### src/rtl/matmul_pkg.sv
// Shared types for the matrix-multiply controller and its dot-product engines.
// Latency: n/a (types and constant helpers only).
// Backpressure: n/a.
package matmul_pkg;

    // Dot-product engine sequencing states
    typedef enum logic [1:0] {
        DP_IDLE  = 2'd0,
        DP_FETCH = 2'd1,
        DP_DRAIN = 2'd2,
        DP_DONE  = 2'd3
    } dp_state_t;

    // Matmul controller sequencing states
    typedef enum logic [1:0] {
        MM_IDLE  = 2'd0,
        MM_ISSUE = 2'd1,
        MM_WAIT  = 2'd2,
        MM_END   = 2'd3
    } mm_state_t;

    // Row/column position tracked by the controller while walking a matrix
    typedef struct packed {
        logic [15:0] row;
        logic [15:0] col;
    } mm_coord_t;

    // Width of an element index; never zero so a 1-element vector still has a counter
    function automatic int unsigned idx_width(input int unsigned len);
        return (len > 1) ? $clog2(len) : 1;
    endfunction

endpackage

### src/rtl/dot_product_engine_mac_unit.sv
// Signed multiply-accumulate with synchronous clear; wraps modulo 2^(2*DATA_WIDTH).
// Latency: product folded into acc on the clock edge where enable is high.
// Backpressure: none; caller controls enable.
module mac_unit #(
    parameter int DATA_WIDTH = 16
) (
    input  logic                          clk,
    input  logic                          rst_n,
    input  logic                          clear,
    input  logic                          enable,
    input  logic signed [DATA_WIDTH-1:0]  a,
    input  logic signed [DATA_WIDTH-1:0]  b,
    output logic [2*DATA_WIDTH-1:0]       acc
);

    localparam int ACC_W = 2 * DATA_WIDTH;

    // Operands are sign-extended to full width so the product is exact before wrapping
    logic signed [ACC_W-1:0] prod;
    assign prod = ACC_W'(a) * ACC_W'(b);

    // Accumulator: clear wins over enable; no saturation, plain two's-complement wrap
    always_ff @(posedge clk or negedge rst_n) begin
        if (!rst_n) begin
            acc <= '0;
        end else if (clear) begin
            acc <= '0;
        end else if (enable) begin
            acc <= acc + prod;
        end
    end

endmodule

### src/rtl/dot_product_engine.sv
// Computes one signed dot product of a weight row and the input vector from two read ports.
// Latency: dp_done pulses VEC_LEN+2 cycles after the accepted dp_start.
// Backpressure: none; dp_start outside IDLE is dropped, busy tells the controller when to wait.
module dot_product_engine
    import matmul_pkg::*;
#(
    parameter int ADDR_WIDTH = 10,
    parameter int DATA_WIDTH = 16,
    parameter int VEC_LEN    = 8
) (
    input  logic                          clk,
    input  logic                          rst_n,
    input  logic                          dp_start,
    input  logic [ADDR_WIDTH-1:0]         dp_weight_base_addr,
    output logic                          dp_done,
    output logic [2*DATA_WIDTH-1:0]       dp_result,
    output logic                          w_rd_en,
    output logic [ADDR_WIDTH-1:0]         w_rd_addr,
    input  logic signed [DATA_WIDTH-1:0]  w_rd_data,
    output logic                          x_rd_en,
    output logic [ADDR_WIDTH-1:0]         x_rd_addr,
    input  logic signed [DATA_WIDTH-1:0]  x_rd_data,
    output logic                          busy
);

    localparam int                IDX_W    = idx_width(VEC_LEN);
    localparam logic [IDX_W-1:0]  LAST_IDX = IDX_W'(VEC_LEN - 1);

    dp_state_t                state, state_d;
    logic [ADDR_WIDTH-1:0]    base_q;
    logic [IDX_W-1:0]         idx_q;
    logic                     rd_vld_q;
    logic [2*DATA_WIDTH-1:0]  acc;
    logic [2*DATA_WIDTH-1:0]  result_q;
    logic                     accept;
    logic                     fetch;

    // State register
    always_ff @(posedge clk or negedge rst_n) begin
        if (!rst_n) begin
            state <= DP_IDLE;
        end else begin
            state <= state_d;
        end
    end

    // Next-state and per-state strobes; only IDLE listens to dp_start
    always_comb begin
        state_d = state;
        accept  = 1'b0;
        fetch   = 1'b0;
        case (state)
            DP_IDLE: begin
                if (dp_start) begin
                    accept  = 1'b1;
                    state_d = DP_FETCH;
                end
            end
            DP_FETCH: begin
                fetch = 1'b1;
                if (idx_q == LAST_IDX) begin
                    state_d = DP_DRAIN;
                end
            end
            DP_DRAIN: state_d = DP_DONE;
            DP_DONE:  state_d = DP_IDLE;
            default:  state_d = DP_IDLE;
        endcase
    end

    // Request bookkeeping: base latch, element index, and read-latency valid flag
    always_ff @(posedge clk or negedge rst_n) begin
        if (!rst_n) begin
            base_q   <= '0;
            idx_q    <= '0;
            rd_vld_q <= 1'b0;
        end else begin
            rd_vld_q <= fetch;
            if (accept) begin
                base_q <= dp_weight_base_addr;
                idx_q  <= '0;
            end else if (fetch) begin
                idx_q  <= (idx_q == LAST_IDX) ? '0 : idx_q + IDX_W'(1);
            end
        end
    end

    // Result holding register: captures the final sum as DONE is left so it persists in IDLE
    always_ff @(posedge clk or negedge rst_n) begin
        if (!rst_n) begin
            result_q <= '0;
        end else if (state == DP_DONE) begin
            result_q <= acc;
        end
    end

    mac_unit #(
        .DATA_WIDTH (DATA_WIDTH)
    ) u_mac (
        .clk    (clk),
        .rst_n  (rst_n),
        .clear  (accept),
        .enable (rd_vld_q),
        .a      (w_rd_data),
        .b      (x_rd_data),
        .acc    (acc)
    );

    // Read ports are driven straight from state so reset silences them immediately
    assign w_rd_en   = fetch;
    assign x_rd_en   = fetch;
    assign w_rd_addr = base_q + ADDR_WIDTH'(idx_q);
    assign x_rd_addr = ADDR_WIDTH'(idx_q);

    assign dp_done   = (state == DP_DONE);
    assign busy      = (state != DP_IDLE);
    // The accumulator is final on DONE entry; show it then, and the held copy afterwards
    assign dp_result = (state == DP_DONE) ? acc : result_q;

endmodule

### config.mk
export PLATFORM = sky130hd
export DESIGN_NAME = dot_product_engine
export DESIGN_NICKNAME = d
export VERILOG_FILES = /design/src/rtl/matmul_pkg.sv /design/src/rtl/dot_product_engine_mac_unit.sv /design/src/rtl/dot_product_engine.sv
export SDC_FILE = /design/constraint.sdc
export NUM_CORES = 1
export LEC_CHECK = 0
export CAP_MARGIN = 20
export CORE_MARGIN = 4
export CORE_UTILIZATION = 56
export DETAILED_ROUTE_END_ITERATION = 8
export PLACE_DENSITY = 0.8
export SETUP_SLACK_MARGIN = 0.15
export SYNTH_ARGS = -nofsm -noshare
export SYNTH_HDL_FRONTEND = slang
export SYNTH_SLANG_ARGS = --single-unit
### constraint.sdc
create_clock -name clk -period 5.1 [get_ports clk]
set_clock_uncertainty 0.1 [all_clocks]
set_input_delay 1.02 -clock clk [delete_from_list [all_inputs] [get_ports clk]]
set_output_delay 1.02 -clock clk [all_outputs]
set_load 0.01 [all_outputs]
**Word-level counts from Yosys, hierarchy flattened**

Cells that the tools add are included.

- $add $sub $neg: 3
- Multipliers: 1
- Eq/ne operators: 6
- Mux-type cells: 12
- Reductions and logical operators: 5

Operator list:

| kind | count |
|---|---|
| 2-to-1 mux 32 bit | 3 |
| adder 32 bit | 1 |
| multiplier 16 x 16 -> 32 bit | 1 |
| adder 10 x 3 -> 10 bit | 1 |
| 2-to-1 mux 3 bit | 3 |
| one-hot mux 2 bit (4 select lines) | 1 |
| nonzero test 2 bit | 3 |
| == test 2 bit, second input constant | 2 |
| 2-to-1 mux 2 bit | 2 |
| inequality test 2 bit, second input constant | 2 |
| adder 3 x 1 -> 3 bit, second input constant | 1 |
| == test 3 bit, second input constant | 1 |
| 2-to-1 mux 1 bit | 3 |
| == test 2 x 1 -> 1 bit, second input constant | 1 |
| zero test 2 bit | 1 |
| AND reduction 2 bit | 1 |

- Register bits: 80
- Input bits: 45
- Logic and storage cells: 33

**Logic depth before layout (Yosys ltp)**

Gate-level depths: netlist of run 1.

- Depth in word-level cells: 4
- Mapped depth: 23

**By module**

From an unflattened synthesis of run 1, not the netlist that was laid out.

- Cells, all modules: 1,451
- Area, all modules: 14,330.0 µm²

By module, submodules not included:

| module | instances | cells each | area an instance (µm²) | sequential area each (µm²) |
|---|---|---|---|---|
| mac_unit | 1 | 1,296 | 12,152.9 | 800.8 |
| dot_product_engine | 1 | 155 | 2,177.1 | 1,201.2 |

**Worst setup path after synthesis of run 1**

Ideal clock, no wire load.

- Path kind: input -> register
- Start point: input port x_rd_data[1]
- End point: register u_mac.acc[31]
- Setup time: 0.123 ns
- Data arrival time: 6.634 ns
- Data required time: 4.877 ns
- Slack: -1.757 ns
- Stages on the path: 22
- Buffers on the path: 1
- Cell sequence: clkbuf_1 > nand2_1 > inv_1 > fa_1 > inv_1 > fa_1 > inv_1 > fa_1 > fa_1 > fa_1 > inv_1 > fa_1 > inv_1 > ha_1 > a21o_1 > a21o_1 > a21o_1 > a2bb2oi_2 > a31oi_4 > o41ai_4 > nor2_1 > o221a_1

- Cells in the longest elaborated chain, start to end: 4

Ends and longest elaborated chain:

| element | line | source |
|---|---|---|
| start: declaration | dot_product_engine.sv:22 | `input logic signed [DATA_WIDTH-1:0] x_rd_data,` |
| multiplier 16 x 16 -> 32 bit | dot_product_engine_mac_unit.sv:20 | `assign prod = ACC_W'(a) * ACC_W'(b);` |
| adder 32 bit | dot_product_engine_mac_unit.sv:29 | `acc <= acc + prod;` |
| 2-to-1 mux 32 bit | dot_product_engine_mac_unit.sv:28 | `end else if (enable) begin` |
| 2-to-1 mux 32 bit | dot_product_engine_mac_unit.sv:26 | `end else if (clear) begin` |
| end signal: assignment | dot_product_engine_mac_unit.sv:29 |  |
| end: declaration | dot_product_engine_mac_unit.sv:13 | `output logic [2*DATA_WIDTH-1:0] acc` |

Every way passes these cells. The select of a mux whose other input is x is not followed.
A chain may end at the register's enable or synchronous reset.

**Final worst setup path of run 1**

- Start point: input port w_rd_data[9]
- End point: register u_mac.acc[27]

- Cells in the longest elaborated chain, start to end: 4

Ends and longest elaborated chain:

| element | line | source |
|---|---|---|
| start: declaration | dot_product_engine.sv:19 | `input logic signed [DATA_WIDTH-1:0] w_rd_data,` |
| multiplier 16 x 16 -> 32 bit | dot_product_engine_mac_unit.sv:20 |  |
| adder 32 bit | dot_product_engine_mac_unit.sv:29 |  |
| 2-to-1 mux 32 bit | dot_product_engine_mac_unit.sv:28 |  |
| 2-to-1 mux 32 bit | dot_product_engine_mac_unit.sv:26 |  |

Every way passes these cells. The select of a mux whose other input is x is not followed.

==> impl_metrics.env, run 1 <==
export IMPL_status="finished, violations left"
export IMPL_violations="setup timing"
export IMPL_synth_area_um2=14320
export IMPL_max_freq_mhz=153.5
export IMPL_grt_pass1_vias=12750
export IMPL_hold_class="reg2reg"
export IMPL_nets=2228
export IMPL_arrival_ns=6.59
export IMPL_initial_core_util_pct=56.85
export IMPL_wl_per_cell_um=18.76
export IMPL_slew_viol_final=0
export IMPL_synth_area_per_cell_um2=9.759
export IMPL_detail_route_antenna_nets=0
export IMPL_synthDistinctLibCells=60
export IMPL_grt_ovfl_total=0
export IMPL_port_buffers=93
export IMPL_crit_required_ns=5.18
export IMPL_min_period_ns=6.514
export IMPL_die_h_um=167.9
export IMPL_drt_pre_antenna_iters=5
export IMPL_cts_buffers_inserted=9
export IMPL_synth_async_sr_flop_share_pct=100.0
export IMPL_cts_sinks=80
export IMPL_worstMarginPinSlew_ns=0.9648
export IMPL_hold_ws_ns=0.3950
export IMPL_cp_start_kind="input pin"
export IMPL_postRouteWirelength_um=39720
export IMPL_yosysSeqAreaShare_pct=13.98
export IMPL_core_area_um2=25180
export IMPL_timing_final_crit_share_pct=127.7
export IMPL_antenna_found_initial=0
export IMPL_rrSetupSlack_ns=-0.18
export IMPL_num_vias=11300
export IMPL_gp_congestion=0.8964
export IMPL_n_antenna_cell=0
export IMPL_htreeDepth=3
export IMPL_ys_seq_elements=80
export IMPL_min_from="result_q[14]$_DFF_PN0_"
export IMPL_clk_latency_ns=0.32
export IMPL_postSynthCellCount=1467
export IMPL_synth_edf_count=0
export IMPL_cts_root_buf="clkbuf_16"
export IMPL_rsz0062_at_grt="true"
export IMPL_r2r_start="u_mac.acc[15]$_DFFE_PN0P_"
export IMPL_ios=101
export IMPL_clockBufferDepth=2
export IMPL_ys_warn_count=0
export IMPL_synthToLayoutAreaGrowth_pct=32.13
export IMPL_cts_tree="done"
export IMPL_reg2reg_to="u_mac.acc[25]$_DFFE_PN0P_"
export IMPL_whs_endpoint="result_q[14]$_DFF_PN0_"
export IMPL_clk_pin_slew_ns=0.06
export IMPL_grt_pass1_wl_um=64750
export IMPL_worstPathMaxFanout=4
export IMPL_drive_gt1_share_pct=30.39
export IMPL_synthFlopType="dfrtp_1"
export IMPL_finalHoldViolCount=0
export IMPL_drc=0
export IMPL_crit_type="in2reg"
export IMPL_grt_util_all_layers_pct=28.57
export IMPL_min_path_cells=1
export IMPL_fp_dieW_um=167.9
export IMPL_fin_ws_ns=-1.414
export IMPL_die_area_um2=28190
export IMPL_grt_max_degree=81
export IMPL_max_cap_violations=0
export IMPL_setup_viol=24
export IMPL_dpl_hpwl_um=29680
export IMPL_row_count=58
export IMPL_endpoint_kind="flop"
export IMPL_relSlewSlack_pct=35.68
export IMPL_final_core_util_pct=75.12
export IMPL_reg2reg_depth=19
export IMPL_drtIter0Drc=682
export IMPL_routed_via_density=5.336
-- what timing repair did --
item	CTS	global route
hold buffers	0	0
setup buffers	53	20
cloned	13	0
resized for setup	309	67
endpoints found under the setup margin	27	26
pin swaps	121	90
-- cell type report --
| class | count | area, µm² |
|---|---|---|
| clock buffers | 11 | 252.7 |
| clock inverters | 5 | 31.28 |
| fillers | 1534 | 6266 |
| inverters | 347 | 1305 |
| multi-input cells | 991 | 11550 |
| flip-flops and latches | 80 | 2002 |
| well taps | 330 | 412.9 |
| repair buffers | 353 | 3357 |
-- metrics by stage --
stage,std cells,worst slack [ns],setup TNS [ns],instance area (µm²)
finish,2117,-1.414,-26.22,18920
global route,2117,-1.600,-29.72,18920
CTS,2097,-1.276,-23.79,18530
detailed placement,2015,-2.184,-43.24,17190
global placement,2015,-2.082,-42.18,17190
floorplan,1473,-1.425,-18.27,14910
-- worst max path at each step --
stage,cells after the start,endpoint,from,slack [ns]
6_report,24,u_mac.acc[27]$_DFFE_PN0P_,w_rd_data[9],-1.41
5_1_grt,22,u_mac.acc[30]$_DFFE_PN0P_,x_rd_data[3],-1.60
4_1_cts,23,u_mac.acc[27]$_DFFE_PN0P_,w_rd_data[9],-1.28
3_5_place_dp,22,u_mac.acc[30]$_DFFE_PN0P_,x_rd_data[4],-2.18
3_3_place_gp,23,u_mac.acc[30]$_DFFE_PN0P_,x_rd_data[4],-2.08
2_1_floorplan,22,u_mac.acc[31]$_DFFE_PN0P_,w_rd_data[15],-1.43
-- worst max-delay path: stages --
cell,delay [ns]
buf_6,0.09
buf_6,0.12
buf_4,0.13
and2_4,0.13
fa_1,0.53
inv_2,0.05
fa_2,0.44
fa_1,0.53
inv_2,0.04
fa_2,0.48
fa_1,0.53
inv_1,0.07
fa_1,0.52
inv_2,0.06
ha_4,0.22
a21oi_1,0.19
o21ai_1,0.10
a21o_1,0.28
o211ai_2,0.27
a31oi_4,0.14
buf_6,0.14
or3_4,0.33
nand3_4,0.10
a21oi_2,0.06
-- metal layers --
metal / up-vias / track usage, % / share of wire [%]
met5: - / 0 / 0
li1: 4985 / - / -
met2: 469 / 46.82 / 49
met3: 135 / 5.494 / 6.6
met4: 0 / 11.43 / 4.2
met1: 5708 / 37.84 / 41
-- cell families after synthesis --
logic type,after synthesis,synth area share (%)
other,1,0.02619
adders and majority gates,401,50.41
xor gates and xnor gates,41,2.508
DFF,80,13.98
buffers and inverters,402,10.75
and+or+nand+nor,388,13.24
AOI/OAI and AO/OA,105,5.375
muxes,49,3.706
-- layout by cell type, fill, tap and decap left out, types with 15 or more instances in the layout --
cell type and instances:
clkdlybuf4s50_1 60, buf_6 60, buf_2 15, nand2_2 19, nand2_1 146, fa_1 269, and2_4 30, a21oi_1 16
inv_1 300, ha_4 19, mux2_2 32, fa_2 24, nor2_1 43, mux2i_1 17, dfrtp_1 80, inv_2 46
buf_12 15, xnor2_1 30, ha_1 86, and2_1 93, buf_4 185
-- registers in the layout (all words and copies together) (netlist names) --
register and cells:
rd_vld_q 1, result_q 32, idx_q 3, base_q 10, state 2, u_mac.acc 32
-- cell usage after synthesis, drive strengths merged (9+ instances only) --
library cell / n / area [µm²]
nand2b: 9 / 56.30
a21oi: 33 / 172.7
xor2: 9 / 78.83
dfrtp: 80 / 2002
nor2: 48 / 187.7
ha: 108 / 1351
and2: 123 / 769.5
inv: 347 / 1303
fa: 293 / 5866
mux2: 32 / 360.4
clkbuf: 42 / 157.7
nand2: 172 / 645.6
o21ai: 18 / 90.09
mux2i: 17 / 170.2
buf: 13 / 78.83
a21o: 13 / 97.59
xnor2: 32 / 280.3
Power of run 1 is not shown: default switching activity piles up to over one toggle a cycle in this logic, so the estimate is an artifact.
==> run 2: changes to the inputs <==
--- a/config.mk
+++ b/config.mk
@@ -9,6 +9,7 @@
 export CORE_MARGIN = 4
 export CORE_UTILIZATION = 56
 export DETAILED_ROUTE_END_ITERATION = 8
+export MAX_ROUTING_LAYER = met4
 export PLACE_DENSITY = 0.8
 export SETUP_SLACK_MARGIN = 0.15
 export SYNTH_ARGS = -nofsm -noshare
==> impl_metrics.env, run 2 (same netlist as run 1, synthesis figures left out) <==
export IMPL_drt_pre_antenna_iters=7
export IMPL_setup_viol=24
export IMPL_max_cap_violations=0
export IMPL_hold_class="reg2reg"
export IMPL_synthToLayoutAreaGrowth_pct=32.64
export IMPL_worst_path_stages=23
export IMPL_dpl_hpwl_um=30000
export IMPL_crit_type="in2reg"
export IMPL_worstPathMaxFanout=5
export IMPL_crit_top_cell="fa_1"
export IMPL_row_count=58
export IMPL_endpoint_kind="flop"
export IMPL_grt_ovfl_total=0
export IMPL_clk_pin_slew_ns=0.06
export IMPL_antenna_found_initial=0
export IMPL_status="finished, violations left"
export IMPL_worstMarginPinSlew_ns=0.9892
export IMPL_wl_per_cell_um=19.03
export IMPL_cts_hold_buf=0
export IMPL_rrSetupSlack_ns=-0.26
export IMPL_max_stage_delay_ns=0.67
export IMPL_slew_viol_final=0
export IMPL_cts_root_buf="clkbuf_16"
export IMPL_max_freq_mhz=153.3
export IMPL_path_cells="buf_6 -> buf_6 -> and2_4 -> fa_2 -> inv_2 -> fa_2 -> inv_4 -> fa_1 -> fa_1 -> fa_1 -> inv_1 -> fa_1 -> inv_2 -> ha_4 -> a21o_1 -> a21o_1 -> a21o_1 -> a2bb2oi_4 -> a31oi_4 -> buf_6 -> or3_4 -> nand3_2 -> a21oi_2"
export IMPL_largest_registers="result_q: 32 flops, u_mac.acc: 32 flops, base_q: 10 flops"
export IMPL_n_antenna_cell=0
export IMPL_routed_via_density=5.372
export IMPL_cp_start_kind="input pin"
export IMPL_final_cell_mix="inv_1, fa_1, buf_4"
export IMPL_final_common_cell="inv_1"
export IMPL_relSlewSlack_pct=34.05
export IMPL_port_buffers=93
export IMPL_grt_max_degree=81
export IMPL_drive_gt1_share_pct=30.90
export IMPL_drtIter0Drc=765
export IMPL_arrival_ns=6.60
export IMPL_nets=2224
export IMPL_critPathBufInv=7
export IMPL_fin_ws_ns=-1.425
export IMPL_crit_path_end="u_mac.acc[27]$_DFFE_PN0P_"
export IMPL_gp_congestion=0.9143
export IMPL_drc=0
export IMPL_timing_final_crit_share_pct=127.9
export IMPL_cts_sinks=80
export IMPL_reg2reg_to="u_mac.acc[24]$_DFFE_PN0P_"
export IMPL_violations="setup timing"
export IMPL_cp_slowest_cell="fa_2"
export IMPL_critPathLaunch="x_rd_data[3]"
export IMPL_cts_tree="done"
export IMPL_clockBufferDepth=2
export IMPL_grt_pass1_vias=12840
export IMPL_grt_pass1_wl_um=65170
export IMPL_reg2reg_depth=18
export IMPL_pre_cts_ws_ns=-2.241
export IMPL_postRouteWirelength_um=40210
export IMPL_htreeDepth=3
export IMPL_core_area_um2=25180
export IMPL_r2r_start="u_mac.acc[15]$_DFFE_PN0P_"
export IMPL_crit_required_ns=5.18
export IMPL_finalHoldViolCount=0
export IMPL_detail_route_antenna_nets=0
export IMPL_clk_latency_ns=0.33
export IMPL_initial_core_util_pct=56.85
export IMPL_cts_buffers_inserted=9
export IMPL_num_vias=11350
export IMPL_fp_dieW_um=167.9
export IMPL_grt_util_all_layers_pct=29.58
export IMPL_die_h_um=167.9
export IMPL_ios=101
export IMPL_rsz0062_at_grt="true"
export IMPL_die_area_um2=28190
export IMPL_min_period_ns=6.525
export IMPL_cpLargestDelayFamily="adder cells"
export IMPL_final_core_util_pct=75.41
-- run 2: per-layer routing --
| layer | track usage, % | up-vias | part of all wire, % |
|---|---|---|---|
| met1 | 38.96 | 5731 | 41 |
| met3 | 3.686 | 146 | 5.9 |
| met4 | 11.19 | 0 | 4.6 |
| met5 | - | - | 0 |
| li1 | - | 4986 | - |
| met2 | 47.55 | 487 | 49 |
-- run 2: worst reg2reg max path: stages, from the launching register on --
cell and delay, ns:
dfrtp_1 0.36, inv_1 0.09, fa_1 0.52, inv_1 0.06
fa_1 0.43, fa_1 0.53, fa_1 0.59, inv_2 0.05
fa_1 0.53, inv_2 0.05, ha_4 0.25, a21oi_2 0.16
nand2_1 0.10, or3_4 0.41, o211ai_1 0.29, a211oi_2 0.15
o21ai_1 0.18, xor2_1 0.26, a21oi_1 0.11
-- run 2: what timing repair did --
item	4_1_cts	5_1_grt
gates resized for setup	311	73
gates cloned	10	0
setup endpoints to repair	27	25
setup buffers	62	11
pin swaps	135	71
-- run 2: how the worst min path moves through the flow --
stage / slack (ns) / start / endpoint / cells past startpoint
3_5_place_dp: 0.38 / result_q[17]$_DFF_PN0_ / result_q[17]$_DFF_PN0_ / 1
3_3_place_gp: 0.38 / result_q[15]$_DFF_PN0_ / result_q[15]$_DFF_PN0_ / 1
5_1_grt: 0.41 / result_q[3]$_DFF_PN0_ / result_q[3]$_DFF_PN0_ / 1
2_1_floorplan: 0.35 / base_q[0]$_DFFE_PN0P_ / base_q[0]$_DFFE_PN0P_ / 2
4_1_cts: 0.40 / result_q[17]$_DFF_PN0_ / result_q[17]$_DFF_PN0_ / 1
6_report: 0.39 / result_q[17]$_DFF_PN0_ / result_q[17]$_DFF_PN0_ / 1
-- run 2: cell type report --
type                    count  area, µm²
repair buffers            349       3267
inverters                 347       1308
fillers                  1559       6192
well taps                 330      412.9
clock buffers              10      229.0
clock inverters             6      83.83
multi-input cells         991      11690
flip-flops and latches     80       2002
-- run 2: per-stage QoR --
stage	setup TNS (ns)	std cells	instance area [µm²]	hold WS, ns
after global routing	-29.26	2113	18990	0.4140
after CTS	-24.03	2102	18600	0.3968
after global placement	-42.36	2014	17190	0.3786
after floorplan	-18.27	1473	14910	0.3497
after detailed placement	-44.01	2014	17190	0.3834
final	-26.12	2113	18990	0.3949
Power of run 2 is left out for the same reason.
==> run 3: changes to the inputs <==
==> constraint.sdc (replaced) <==
create_clock -name clk -period 5.1 [get_ports clk]
set_clock_uncertainty 0.1 [all_clocks]
set_input_delay 0.765 -clock clk [delete_from_list [all_inputs] [get_ports clk]]
set_output_delay 0.765 -clock clk [all_outputs]
set_load 0.01 [all_outputs]
==> impl_metrics.env, run 3 (same netlist as run 1, synthesis figures left out) <==
export IMPL_clockBufferDepth=2
export IMPL_r2r_start="u_mac.acc[15]$_DFFE_PN0P_"
export IMPL_wl_per_cell_um=18.05
export IMPL_htreeDepth=3
export IMPL_gp_congestion=0.9091
export IMPL_grt_busiest_layer="met2"
export IMPL_drc=0
export IMPL_worstPathMaxFanout=5
export IMPL_cts_sinks=80
export IMPL_hold_class="reg2reg"
export IMPL_grt_pass1_wl_um=64050
export IMPL_drive_gt1_share_pct=28.93
export IMPL_critPathLaunch="x_rd_data[7]"
export IMPL_routed_via_density=5.233
export IMPL_met1_usage_pct=37.73
export IMPL_relSlewSlack_pct=34.08
export IMPL_ios=101
export IMPL_postRouteWirelength_um=37900
export IMPL_cts_buffers_inserted=9
export IMPL_timing_final_crit_share_pct=123.1
export IMPL_cts_tree="done"
export IMPL_grt_pass1_vias=12720
export IMPL_antenna_found_initial=0
export IMPL_grtUsageMet2_pct=47.19
export IMPL_largest_registers="result_q: 32 flops, u_mac.acc: 32 flops, base_q: 10 flops"
export IMPL_nets=2212
export IMPL_endpoint_kind="flop"
export IMPL_rsz0062_at_grt="true"
export IMPL_core_area_um2=25180
export IMPL_grt_util_all_layers_pct=28.80
export IMPL_arrival_ns=6.36
export IMPL_die_h_um=167.9
export IMPL_die_area_um2=28190
export IMPL_final_cell_mix="inv_1, fa_1, buf_4"
export IMPL_n_antenna_cell=0
export IMPL_port_buffers=93
export IMPL_row_count=58
export IMPL_cp_start_kind="input pin"
export IMPL_dpl_hpwl_um=29190
export IMPL_worstMarginPinSlew_ns=0.9888
export IMPL_crit_required_ns=5.18
export IMPL_fp_dieW_um=167.9
export IMPL_finalHoldViolCount=0
export IMPL_initial_core_util_pct=56.85
export IMPL_grt_max_degree=81
export IMPL_crit_type="in2reg"
export IMPL_grtUsageMet3_pct=4.367
export IMPL_drt_pre_antenna_iters=5
export IMPL_clk_pin_slew_ns=0.06
export IMPL_violations="setup timing"
export IMPL_detail_route_antenna_nets=0
export IMPL_grt_ovfl_total=0
export IMPL_drtIter0Drc=653
export IMPL_min_from="result_q[13]$_DFF_PN0_"
export IMPL_synthToLayoutAreaGrowth_pct=30.69
export IMPL_max_freq_mhz=159.3
export IMPL_cts_root_buf="clkbuf_16"
export IMPL_slew_viol_final=0
export IMPL_final_common_cell="inv_1"
export IMPL_min_period_ns=6.276
export IMPL_setup_tns_ns=-19.93
export IMPL_max_cap_violations=0
export IMPL_num_vias=10990
export IMPL_fin_ws_ns=-1.176
export IMPL_status="finished, violations left"
export IMPL_final_core_util_pct=74.30
export IMPL_clk_latency_ns=0.33
export IMPL_setup_viol=24
-- run 3: changes by cell type in the layout (fill, tap and decap cells not counted), sizes merged --
cell / previous run / this run
clkinv: 4 / 1
buf: 284 / 264
bufinv: 2 / 1
clkdlybuf4s15: 3 / 9
clkinvlp: 0 / 1
dlygate4sd2: 1 / 2
bufbuf: 1 / 0
clkbuf: 10 / 14
-- run 3: metal layers --
layer  vias to the layer above  part of all wire (%)
li1                       4956                     -
met1                      5554                    42
met2                       394                    49
met3                        86                   5.6
met4                         0                   2.9
met5                         -                     0
-- run 3: path summary, 6_finish.rpt --
check | slack, ns | cells past startpoint | endpoint
max in group asynchronous | 3.76 | 1 | result_q[3]$_DFF_PN0_
worst min-delay path | 0.40 | 1 | result_q[13]$_DFF_PN0_
worst max-delay path | -1.18 | 24 | u_mac.acc[30]$_DFFE_PN0P_
min in group asynchronous | 0.48 | 1 | result_q[24]$_DFF_PN0_
worst max register to register | -0.19 | 18 | u_mac.acc[24]$_DFFE_PN0P_
worst min register to register | 0.40 | 1 | result_q[13]$_DFF_PN0_
-- run 3: stage by stage --
step,setup WS [ns],cells,hold slack (ns),area [µm²]
global route,-1.304,2100,0.4100,18710
CTS,-1.149,2089,0.3985,18370
detailed placement,-1.976,2008,0.3856,17090
finish,-1.176,2100,0.3952,18710
global placement,-1.860,2008,0.3751,17090
floorplan,-1.170,1473,0.3497,14820
-- run 3: critical path: stages --
cell and delay (ns):
clkdlybuf4s15_1 0.18, buf_6 0.13, buf_12 0.11, buf_12 0.10
nand2_1 0.06, fa_1 0.55, inv_1 0.06, fa_1 0.47
fa_1 0.59, fa_1 0.46, fa_1 0.51, inv_1 0.05
fa_1 0.49, inv_1 0.07, ha_4 0.16, buf_4 0.13
a2111o_1 0.36, o21bai_4 0.19, a31oi_4 0.17, o22ai_2 0.12
a41oi_4 0.24, a21oi_2 0.10, mux2i_1 0.17, o21ai_1 0.09
-- run 3: area by class of cell --
type,count,area (µm²)
fill,1586,6471
sequential,80,2002
inverter,347,1308
clock buffer,12,246.5
multi-input combinational,991,11630
clock inverter,3,42.54
timing repair buffer,337,3069
tap,330,412.9
-- run 3: what timing repair did --
| item | 4_1_cts | 5_1_grt |
|---|---|---|
| hold buffers | 0 | 0 |
| pin swaps | 129 | 94 |
| cloned | 3 | 0 |
| gates resized for setup | 255 | 76 |
| setup buffers | 63 | 11 |
| setup endpoints to repair | 25 | 25 |
Power of run 3 is left out for the same reason.
